## src/rtl/decoder_scan_pkg.sv

```systemverilog
// Shared constants and FSM encoding for the 3-to-8 decoder scan sequencer.
package decoder_scan_pkg;

   localparam int SEL_W  = 3;
   localparam int NLINES = 2 ** SEL_W;

   typedef enum logic [1:0] {
      IDLE = 2'd0,
      ON   = 2'd1,
      GAP  = 2'd2
   } state_t;

endpackage

```

## src/rtl/scan_next_sel.sv

```systemverilog
// Masked circular search: first set mask bit strictly after cur, wrapping around
// (cur itself is the last candidate, so a one-line mask returns the same line).
module scan_next_sel
   import decoder_scan_pkg::*;
(
   input  logic [NLINES-1:0] mask,
   input  logic [SEL_W-1:0]  cur,
   output logic [SEL_W-1:0]  nxt,
   output logic              wrap,
   output logic              any
);

   logic [SEL_W-1:0] idx;
   logic             found;

   // NOTE: every combinational output gets a default first, so no path can infer a latch.
   always_comb begin
      nxt   = '0;
      wrap  = 1'b0;
      found = 1'b0;
      idx   = '0;
      any   = |mask;
      for (int k = 1; k <= NLINES; k++) begin
         idx = cur + SEL_W'(k);
         if (!found && mask[idx]) begin
            found = 1'b1;
            nxt   = idx;
            wrap  = (idx <= cur);
         end
      end
   end

endmodule

```

## src/rtl/decoder_scan_ctrl.sv

```systemverilog
// Drives decoder select/enable so each masked line is strobed for a dwell time,
// with optional blank gaps; single-shot or continuous sweeps. All outputs registered.
module decoder_scan_ctrl
   import decoder_scan_pkg::*;
#(
   parameter int CNT_W = 8
) (
   input  logic              clk,
   input  logic              rst,
   input  logic              start,
   input  logic              stop,
   input  logic              mode_cont,
   input  logic [NLINES-1:0] mask,
   input  logic [CNT_W-1:0]  dwell,
   input  logic [CNT_W-1:0]  gap,
   output logic [SEL_W-1:0]  sel,
   output logic              en,
   output logic              busy,
   output logic              line_done,
   output logic              sweep_done
);

   state_t             state, state_d;
   logic [CNT_W-1:0]   cnt, cnt_d;
   logic               cfg_cont, cfg_cont_d;
   logic [NLINES-1:0]  cfg_mask, cfg_mask_d;
   logic [CNT_W-1:0]   cfg_dwell, cfg_dwell_d;
   logic [CNT_W-1:0]   cfg_gap, cfg_gap_d;
   logic [SEL_W-1:0]   sel_d, nxt_q;
   logic               en_d, busy_d, line_done_d, sweep_done_d;

   logic [SEL_W-1:0]   first_sel, look_sel;
   logic               first_any, first_wrap, look_wrap, look_any;
   logic               unused_flags;

   // Lowest set bit of the live mask: a circular search starting after the top line.
   scan_next_sel u_first (
      .mask (mask),
      .cur  (SEL_W'(NLINES - 1)),
      .nxt  (first_sel),
      .wrap (first_wrap),
      .any  (first_any)
   );

   // Look one cycle ahead on the line being driven next, so the successor and
   // the "highest masked line" flag are ready as registers when the line ends.
   scan_next_sel u_look (
      .mask (cfg_mask_d),
      .cur  (sel_d),
      .nxt  (look_sel),
      .wrap (look_wrap),
      .any  (look_any)
   );

   assign unused_flags = first_wrap ^ look_any;

   always_comb begin
      state_d     = state;
      cnt_d       = cnt;
      sel_d       = sel;
      en_d        = en;
      busy_d      = busy;
      cfg_cont_d  = cfg_cont;
      cfg_mask_d  = cfg_mask;
      cfg_dwell_d = cfg_dwell;
      cfg_gap_d   = cfg_gap;

      if (stop) begin
         state_d = IDLE;
         en_d    = 1'b0;
         busy_d  = 1'b0;
      end else begin
         unique case (state)
            IDLE: begin
               en_d   = 1'b0;
               busy_d = 1'b0;
               if (start && first_any) begin
                  cfg_cont_d  = mode_cont;
                  cfg_mask_d  = mask;
                  cfg_dwell_d = dwell;
                  cfg_gap_d   = gap;
                  state_d     = ON;
                  sel_d       = first_sel;
                  en_d        = 1'b1;
                  busy_d      = 1'b1;
                  cnt_d       = (dwell == '0) ? '0 : dwell - 1'b1;
               end
            end
            ON: begin
               if (cnt != '0) begin
                  cnt_d = cnt - 1'b1;
               end else if (!cfg_cont && sweep_done) begin
                  state_d = IDLE;
                  en_d    = 1'b0;
                  busy_d  = 1'b0;
               end else if (cfg_gap == '0) begin
                  sel_d = nxt_q;
                  cnt_d = (cfg_dwell == '0) ? '0 : cfg_dwell - 1'b1;
               end else begin
                  state_d = GAP;
                  en_d    = 1'b0;
                  cnt_d   = cfg_gap - 1'b1;
               end
            end
            GAP: begin
               if (cnt != '0) begin
                  cnt_d = cnt - 1'b1;
               end else begin
                  state_d = ON;
                  sel_d   = nxt_q;
                  en_d    = 1'b1;
                  cnt_d   = (cfg_dwell == '0) ? '0 : cfg_dwell - 1'b1;
               end
            end
            default: begin
               state_d = IDLE;
               en_d    = 1'b0;
               busy_d  = 1'b0;
            end
         endcase
      end

      // The final enable-high cycle of a line is the ON cycle whose count is zero.
      line_done_d  = (state_d == ON) && (cnt_d == '0);
      sweep_done_d = line_done_d && look_wrap;
   end

   // NOTE: state registers use non-blocking assignments so every flop samples pre-edge values.
   always_ff @(posedge clk or posedge rst) begin
      // NOTE: the latched configuration is reset too, so nothing in the block powers up unknown.
      if (rst) begin
         state      <= IDLE;
         cnt        <= '0;
         sel        <= '0;
         en         <= 1'b0;
         busy       <= 1'b0;
         line_done  <= 1'b0;
         sweep_done <= 1'b0;
         nxt_q      <= '0;
         cfg_cont   <= 1'b0;
         cfg_mask   <= '0;
         cfg_dwell  <= '0;
         cfg_gap    <= '0;
      end else begin
         state      <= state_d;
         cnt        <= cnt_d;
         sel        <= sel_d;
         en         <= en_d;
         busy       <= busy_d;
         line_done  <= line_done_d;
         sweep_done <= sweep_done_d;
         nxt_q      <= look_sel;
         cfg_cont   <= cfg_cont_d;
         cfg_mask   <= cfg_mask_d;
         cfg_dwell  <= cfg_dwell_d;
         cfg_gap    <= cfg_gap_d;
      end
   end

endmodule

```

## config.mk

```make
export PLATFORM = sky130hd
export DESIGN_NAME = decoder_scan_ctrl
export DESIGN_NICKNAME = d
export VERILOG_FILES = /design/src/rtl/decoder_scan_pkg.sv /design/src/rtl/scan_next_sel.sv /design/src/rtl/decoder_scan_ctrl.sv
export SDC_FILE = /design/constraint.sdc
export NUM_CORES = 1
export LEC_CHECK = 0
export BUFFER_PORTS_ARGS = -buffer_cell sky130_fd_sc_hd__buf_2
export CORE_MARGIN = 5
export CORE_UTILIZATION = 55
export DETAILED_ROUTE_END_ITERATION = 7
export PLACE_DENSITY = 0.77
export SYNTH_ARGS = -nofsm -noshare
export SYNTH_HDL_FRONTEND = slang
export SYNTH_SLANG_ARGS = --single-unit
```

## constraint.sdc

```tcl
create_clock -name clk -period 4.4 [get_ports clk]
set_input_delay 0.88 -clock clk [delete_from_list [all_inputs] [get_ports clk]]
set_output_delay 0.88 -clock clk [all_outputs]
set_load 0.005 [all_outputs]
```

==> metrics.txt, run 1 <==
status=finished, final reports clean; post-layout min period=4143 ps; sequential area share after synthesis=27.57%; CTS tree=done; Hold Vio Cnt, Final=0; largest family of logic cells by synthesized area=compound AO/OA/AOI/OAI gates; Post-DP HPWL=9.193 mm; Post-Synth XOR/XNOR Area=4.442%; Yosys reg bits=45; Synth top area share=27.57%; CP required=4570 ps; mux share of post-synthesis cell area=11.64%; RePlAce Congestion=0.9836; global route overflow=0; vias per cell=6.347; Post-synth ARST share=100.0%; Pwr Total=3.178 mW; setup TNS=0 ps; Cell Pwr Density=687.2 mW/mm^2; die area=0.009249 mm^2; H-tree depth=2; layout cells sized above 1=26.04%; top_reg_cell synth=dfrtp_1; most frequent cells in the layout=dfrtp_1 (45), nand2_1 (40), nor2_1 (37); commonest non-fill, non-tap cell in the layout=dfrtp_1; final setup fails=0; Max-cap violations=0; Core ar.=0.007253 mm^2; post-synthesis cell type count=84; clock latency on the worst-skew pair=310 ps; TritonCTS Sinks=45; DRC violations left=0; max-slew violations=0; via count=3846; number of global-route vias before repair=3785; Rows=31; clock buffer count from CTS=5; top cells by area, synth=dfrtp_1 (28%), mux2_2 (5.0%), ha_1 (4.3%); drt total wl=11.58 mm; fmax=241.4 MHz; r2r setup slk=260 ps; Tightest Pin Transition=944.3 ps; post-layout util=63.76%; Total GRT Usage=26.52%; mean routed wirelength per cell=19.12 um; critical path class=reg -> reg; post-synth top area cell=dfrtp_1; worst-path maximum fanout=9; adder-cell share of the synthesized area=4.289%; Ports=36; Lkg Pwr=1.995 nW; nets=549; Synth Net Count=499; synthesized instance count=456; first-pass GRT wire length=18.95 mm; Initial Util=56.30%; Starting DRT DRC Count=264; worst hold path class=reg -> reg; antenna violations before repair=0; Simple-Gate Fraction of Synth Area=23.07%; pin count of the biggest net entering global routing=46; worst hold slack=495.9 ps; die boundary height=96.17 um; Post-synth EDFFs=0; Synth Area in Compound Gates=24.30%; Final Instance Count excl. Fillers=606; Post-CTS Hold Buffers=0; Fill cells=655; relative slew slack=36.95%; First-pass DRT Iterations=5; CP Capture Type=flip-flop; clock skew=12.79 ps; crit path DAT=4310 ps; Clock Root Buffer=clkbuf_8; Max VDD drop=0.0005811 V; mapped cell area=0.004084 mm^2; Final ANT Viol Nets=0; Syn. warnings=0; fin crit share=94.16%; CP Launch Type=flip-flop; CTS max path bufs=2; Port Buffers=35; mean area per synthesized cell=8.956 um^2; synthesis-to-layout area growth=13.24%; Placed Cells=598; Reg clk slew, reported paths=90 ps; diodes inserted=0; Die X=96.17 um
synth_stat cells, types with 6 or more instances:
cell type,count
xnor2_1,11
nor2_1,37
o21ai_1,6
a21oi_1,30
o21ai_0,32
mux2_2,18
inv_1,24
o22ai_1,6
nand2b_1,6
nand4_1,6
nand3_1,11
mux2i_1,10
nand2_1,40
ha_1,14
clkbuf_1,11
nor3_1,8
mux4_2,6
dfrtp_1,45
a211oi_1,8
xor2_1,6
layout make-up:
cell class | instances | area [um^2] | share of cell area, %
clock buffer | 6 | 72.57 | 1.569
clock inverter | 2 | 38.79 | 0.8387
inverter | 28 | 107.6 | 2.327
multi-input combinational | 367 | 2800 | 60.55
sequential | 45 | 1126 | 24.35
tap | 99 | 123.9 | 2.679
timing repair buffer | 59 | 355.3 | 7.684
kinds of logic (layout without fill, tap and decap cells):
kind of cell | count (synthesis) | after routing
buf+inv | 44 | 95
fa+ha+maj | 14 | 14
simple gates | 157 | 157
xor+xnor | 19 | 19
flops | 45 | 45
mux | 36 | 36
compound gates | 141 | 141
flip-flops by register name (all words and copies together) (netlist names):
signal	cells
busy	1
cfg_cont	1
cfg_dwell	8
cfg_gap	8
cfg_mask	8
cnt	8
en	1
line_done	1
nxt_q	3
sel	3
state	2
sweep_done	1
final timing paths:
path	from	to	cells after the start
max	cnt[0]	nxt_q[2]	14
min	cfg_mask[6]	cfg_mask[6]	2
max reg2reg	cnt[0]	nxt_q[2]	14
min reg2reg	cfg_mask[6]	cfg_mask[6]	2
max in group asynchronous	rst	en	2
min in group asynchronous	rst	state[1]	2
per-layer routing:
metal	wire length [um]	up-vias	global-route usage [%]	part of all wire, %
li1	-	1816	-	-
met1	4791	1849	32.49	41
met2	5812	145	47.44	50
met3	615	36	3.675	5.3
met4	363	0	8.768	3.1
met5	0	-	0	0
report_power, final:
group / internal, mW / switching [mW] / leakage (nW)
sequential: 0.556 / 0.187 / 0.551
clock: 0.171 / 0.144 / 0.0554
combinational: 0.925 / 1.19 / 1.39
total: 1.65 / 1.53 / 1.99
worst max-delay path: stages (launching register included):
cell and delay, ps:
dfrtp_1 440, inv_1 120, ha_1 180, nor4b_4 310, a22oi_1 260, o31ai_1 330
nand3_2 210, ha_1 420, o2111a_1 270, o21ai_1 240, o311a_4 330, nand3_1 140
or3b_1 410, a211oi_2 250, a221oi_2 80
repair_timing:
action                     in CTS  in global routing
resized for setup               0                  3
setup buffers                   0                  0
setup endpoints to repair       0                  4
metrics by stage:
step,area [um^2],setup slack (ps)
6_report,4624,257.2
5_1_grt,4624,-3.320
4_1_cts,4599,145.1
2_1_floorplan,4093,34.85
3_3_place_gp,4488,68.06
3_5_place_dp,4488,37.84
No activity file was read; power rests on OpenSTA's default activity.
==> run 2: changes to the inputs <==
--- a/config.mk
+++ b/config.mk
@@ -10,6 +10,7 @@
 export CORE_UTILIZATION = 55
 export DETAILED_ROUTE_END_ITERATION = 7
 export PLACE_DENSITY = 0.77
+export RECOVER_POWER = 50
 export SYNTH_ARGS = -nofsm -noshare
 export SYNTH_HDL_FRONTEND = slang
 export SYNTH_SLANG_ARGS = --single-unit
==> metrics.txt, run 2 (synthesis gave the netlist of run 1 again) <==
antenna violations before repair=0; fin crit share=94.56%; Setup Buffers After CTS=0; worst hold slack=495.8 ps; relative slew slack=-13.12%; critical path buffer and inverter count=1; CP Launch Type=flip-flop; status=finished, violations left; CTS max path bufs=2; Max VDD drop=0.0005791 V; Initial Util=56.30%; nets=549; Post-CTS Hold Buffers=0; crit path DAT=4330 ps; most frequent cells in the layout=dfrtp_1 (45), nand2_1 (40), nor2_1 (37); setup TNS=0 ps; commonest non-fill, non-tap cell in the layout=dfrtp_1; First-pass DRT Iterations=4; clock buffer count from CTS=5; vias per cell=6.370; pin count of the biggest net entering global routing=46; uppermost layer routed=met4; worst hold path class=reg -> reg; Starting DRT DRC Count=264; clock skew=14.38 ps; Combinational Power Share=66.7%; Hold Vio Cnt, Final=0; Rows=31; Lkg Pwr=1.991 nW; Tightest Pin Transition=1695 ps; number of global-route vias before repair=3785; H-tree depth=2; Total GRT Usage=26.52%; met3 routed WL=562 um; met2 wire length=5.877 mm; most used cell, CP=ha_1; Critical R2R Launch=cnt[0]; CP Capture Type=flip-flop; final setup fails=0; Max-cap violations=1; DRC violations left=0; CP max stage cell=dfrtp_1; max incr delay on CP=440 ps; Post-CTS Resized=0; layout cells sized above 1=25.64%; drt total wl=11.61 mm; Final ANT Viol Nets=0; first-pass GRT wire length=18.95 mm; CP required=4570 ps; synthesis-to-layout area growth=13.20%; clock share of power=9.9%; mean routed wirelength per cell=19.16 um; Die X=96.17 um; critical path's top delay family=compound AO/OA/AOI/OAI gates; fmax=240.3 MHz; TritonCTS Sinks=45; diodes inserted=0; post-layout min period=4161 ps; Pwr Total=3.179 mW; post-layout util=63.74%; DRT met1 WL=4.834 mm; failing checks=max-capacitance violations, max-slew violations; critical path class=reg -> reg; Cell Int Power=1.652 mW; final instance area=0.004623 mm^2; Ports=36; die area=0.009249 mm^2; Net Switching=1.527 mW; Sw Ratio=48.04%; max-slew violations=46; Hold Startpoint=cfg_mask[6]; die boundary height=96.17 um; global route overflow=0; worst setup path start=cnt[0]; DP Area=0.004488 mm^2; Cell Pwr Density=687.6 mW/mm^2; Post-DP HPWL=9.193 mm; Port Buffers=35; Flop pwr share=23.4%; Clock Root Buffer=clkbuf_8; worst-path maximum fanout=9; via count=3860; CP Cell Sequence=inv_1, ha_1, nor4b_4, a22oi_1, o31ai_1, nand3_2, ha_1, o2111a_1, o21ai_1, o311a_4, nand3_1, or3b_1, a211oi_2, a221oi_2; RePlAce Congestion=0.9836; Reg clk slew, reported paths=90 ps; Core ar.=0.007253 mm^2; clock latency on the worst-skew pair=310 ps; CTS tree=done
-- run 2: cell types whose count changed in the layout (fill, tap and decap cells not counted) --
cell / previous run / this run
inv_1: 23 / 24
inv_2: 2 / 1
buf_2: 35 / 34
clkbuf_1: 1 / 2
-- run 2: path summary, 6_finish.rpt --
check | to | slack [ps] | depth (start not counted)
min reg2reg | cfg_mask[6] | 500 | 2
max | nxt_q[2] | 240 | 14
min in group asynchronous | state[1] | 1090 | 2
max in group asynchronous | state[0] | 2310 | 2
min | cfg_mask[6] | 500 | 2
max reg2reg | nxt_q[2] | 240 | 14
-- run 2: through the flow --
stage | setup slack, ps | instances
after floorplan | 34.85 | 456
final | 239.3 | 606
after detailed placement | 37.84 | 598
after CTS | 145.1 | 606
after global placement | 68.06 | 598
after global routing | -3.320 | 606
-- run 2: worst register-to-register path, stage by stage (launching register included) --
cell and delay (ps):
dfrtp_1 440, inv_1 130, ha_1 190, nor4b_4 320, a22oi_1 260, o31ai_1 330
nand3_2 210, ha_1 420, o2111a_1 280, o21ai_1 240, o311a_4 330, nand3_1 150
or3b_1 410, a211oi_2 250, a221oi_2 80
-- run 2: layer usage --
layer / up-vias / global-route usage, %
met2: 134 / 47.44
met1: 1883 / 32.49
met5: - / 0
li1: 1813 / -
met4: 0 / 8.768
met3: 30 / 3.675
-- run 2: layout make-up --
class / instances / area, um^2
multi-input combinational: 367 / 2800
fill: 656 / 2630
sequential: 45 / 1126
timing repair buffer: 59 / 354.1
tap: 99 / 123.9
inverter: 28 / 107.6
clock buffer: 6 / 72.57
clock inverter: 2 / 38.79
-- run 2: power groups by stage --
stage / Sequential [mW] / Combinational [mW] / Clock, mW
2_1_floorplan: 0.673 / 1.58 / 0
3_3_place_gp: 0.734 / 2.03 / 0
3_5_place_dp: 0.741 / 2.05 / 0
4_1_cts: 0.733 / 2.07 / 0.326
5_1_grt: 0.761 / 2.30 / 0.342
6_report: 0.745 / 2.12 / 0.315
==> run 3: changes to the inputs <==
==> constraint.sdc (replaced) <==
create_clock -name clk -period 4.4 [get_ports clk]
set_input_delay 0.22 -clock clk [delete_from_list [all_inputs] [get_ports clk]]
set_output_delay 0.22 -clock clk [all_outputs]
set_load 0.005 [all_outputs]
==> metrics.txt, run 3 (synthesis gave the netlist of run 1 again) <==
RSZ-0062 raised after global routing=no; critical path's top delay family=compound AO/OA/AOI/OAI gates; clock buffer count from CTS=5; setup TNS=0 ps; WHS Path Cells=2; CTS tree=done; Worst path depth=14; Pwr Total=3.197 mW; CP required=4590 ps; Lkg Pwr=1.947 nW; Hold Vio Cnt, Final=0; worst hold path class=in -> reg; Post-CTS Resized=0; vias per cell=6.508; CP max stage cell=mux4_2; diodes inserted=0; post-layout util=62.95%; Core ar.=0.007253 mm^2; commonest non-fill, non-tap cell in the layout=dfrtp_1; Max VDD drop=0.0004785 V; First-pass DRT Iterations=7; H-tree depth=2; Tightest Pin Transition=1680 ps; CP Launch Type=flip-flop; TritonCTS Sinks=45; worst-path maximum fanout=8; CTS max path bufs=2; Ports=36; crit path DAT=4380 ps; Starting DRT DRC Count=303; relative slew slack=-12.14%; Rows=31; most frequent cells in the layout=dfrtp_1 (45), nand2_1 (40), nor2_1 (37); status=finished, violations left; worst setup path start=cnt[0]; reg2reg end=sweep_done; r2r setup slk=210 ps; die boundary height=96.17 um; clock skew=16.08 ps; CP Cell Sequence=inv_1, ha_1, nor4b_4, a22oi_1, o31ai_1, nand3_2, buf_4, ha_2, buf_4, mux4_2, and3_1, o21ai_0, a2bb2oi_1, o2111a_1; via count=3885; nets=540; critical path class=reg -> reg; Critical R2R Launch=cnt[0]; Reg clk slew, reported paths=100 ps; DP Area=0.004412 mm^2; Port Buffers=35; DRC violations left=0; mean routed wirelength per cell=19.41 um; Reg2Reg Depth=14; failing checks=max-capacitance violations, max-slew violations; layout cells sized above 1=25.10%; Worst Setup EP=sweep_done; Initial Util=56.30%; Cell Pwr Density=700.3 mW/mm^2; clock latency on the worst-skew pair=310 ps; Post-DP HPWL=9.027 mm; RePlAce Congestion=0.9680; fmax=238.6 MHz; Max-cap violations=1; final instance area=0.004566 mm^2; Final ANT Viol Nets=0; Die X=96.17 um; antenna violations before repair=0; die area=0.009249 mm^2; critical path buffer and inverter count=3; Setup Buffers After CTS=0; post-layout min period=4191 ps; first-pass GRT wire length=18.89 mm; pin count of the biggest net entering global routing=46; drt total wl=11.59 mm; number of global-route vias before repair=3842; final setup fails=0; max-slew violations=46; Post-CTS Hold Buffers=0; max incr delay on CP=560 ps; Clock Root Buffer=clkbuf_8; synthesis-to-layout area growth=11.80%; fin crit share=95.25%; global route overflow=0; Fill cells=605; Total GRT Usage=26.08%; CP Capture Type=flip-flop; most used cell, CP=buf_4
## run 3: through the flow
step	worst slack [ps]	cells	hold slack (ps)
2_1_floorplan	299.6	456	286.4
3_3_place_gp	249.2	589	451.1
3_5_place_dp	147.9	589	458.6
4_1_cts	106.0	597	139.2
5_1_grt	9.378	597	135.7
6_report	209.2	597	140.9
## run 3: per-layer routing
layer,track usage [%],routed length (um),up-vias
met5,0,0,-
met1,31.61,4496,1824
met4,11.73,499,0
li1,-,-,1796
met2,45.43,5728,221
met3,3.831,863,44
## run 3: power by group
part           switching [mW]  internal, mW
registers               0.176         0.556
clock network           0.153         0.174
logic                    1.22         0.916
total                    1.55          1.65
## run 3: cell type report
| type | count | area (um^2) | share of cell area, % |
|---|---|---|---|
| Clock inverter | 3 | 50.05 | 1.096 |
| Sequential cell | 45 | 1126 | 24.66 |
| Tap cell | 99 | 123.9 | 2.713 |
| Clock buffer | 5 | 68.82 | 1.507 |
| Multi-Input combinational cell | 367 | 2803 | 61.39 |
| Inverter | 28 | 107.6 | 2.357 |
| Timing Repair Buffer | 50 | 286.5 | 6.276 |
## run 3: worst register-to-register path, delay by kind of cell (launching register included)
kind | cells | cell delay [ps]
AO/OA/AOI/OAI | 5 | 1260
AND/OR/NAND/NOR | 3 | 650
buffers and inverters | 3 | 530
multiplexers | 1 | 560
adder cells (fa/ha/maj) | 2 | 630
flip-flops | 1 | 430
## run 3: worst min path at each step
stage           start          to  slack (ps)
3_3_place_gp   gap[5]  cfg_gap[5]         450
2_1_floorplan    stop    state[1]         290
5_1_grt        gap[6]  cfg_gap[6]         140
3_5_place_dp   gap[2]  cfg_gap[2]         460
6_report       gap[6]  cfg_gap[6]         140
4_1_cts        gap[5]  cfg_gap[5]         140
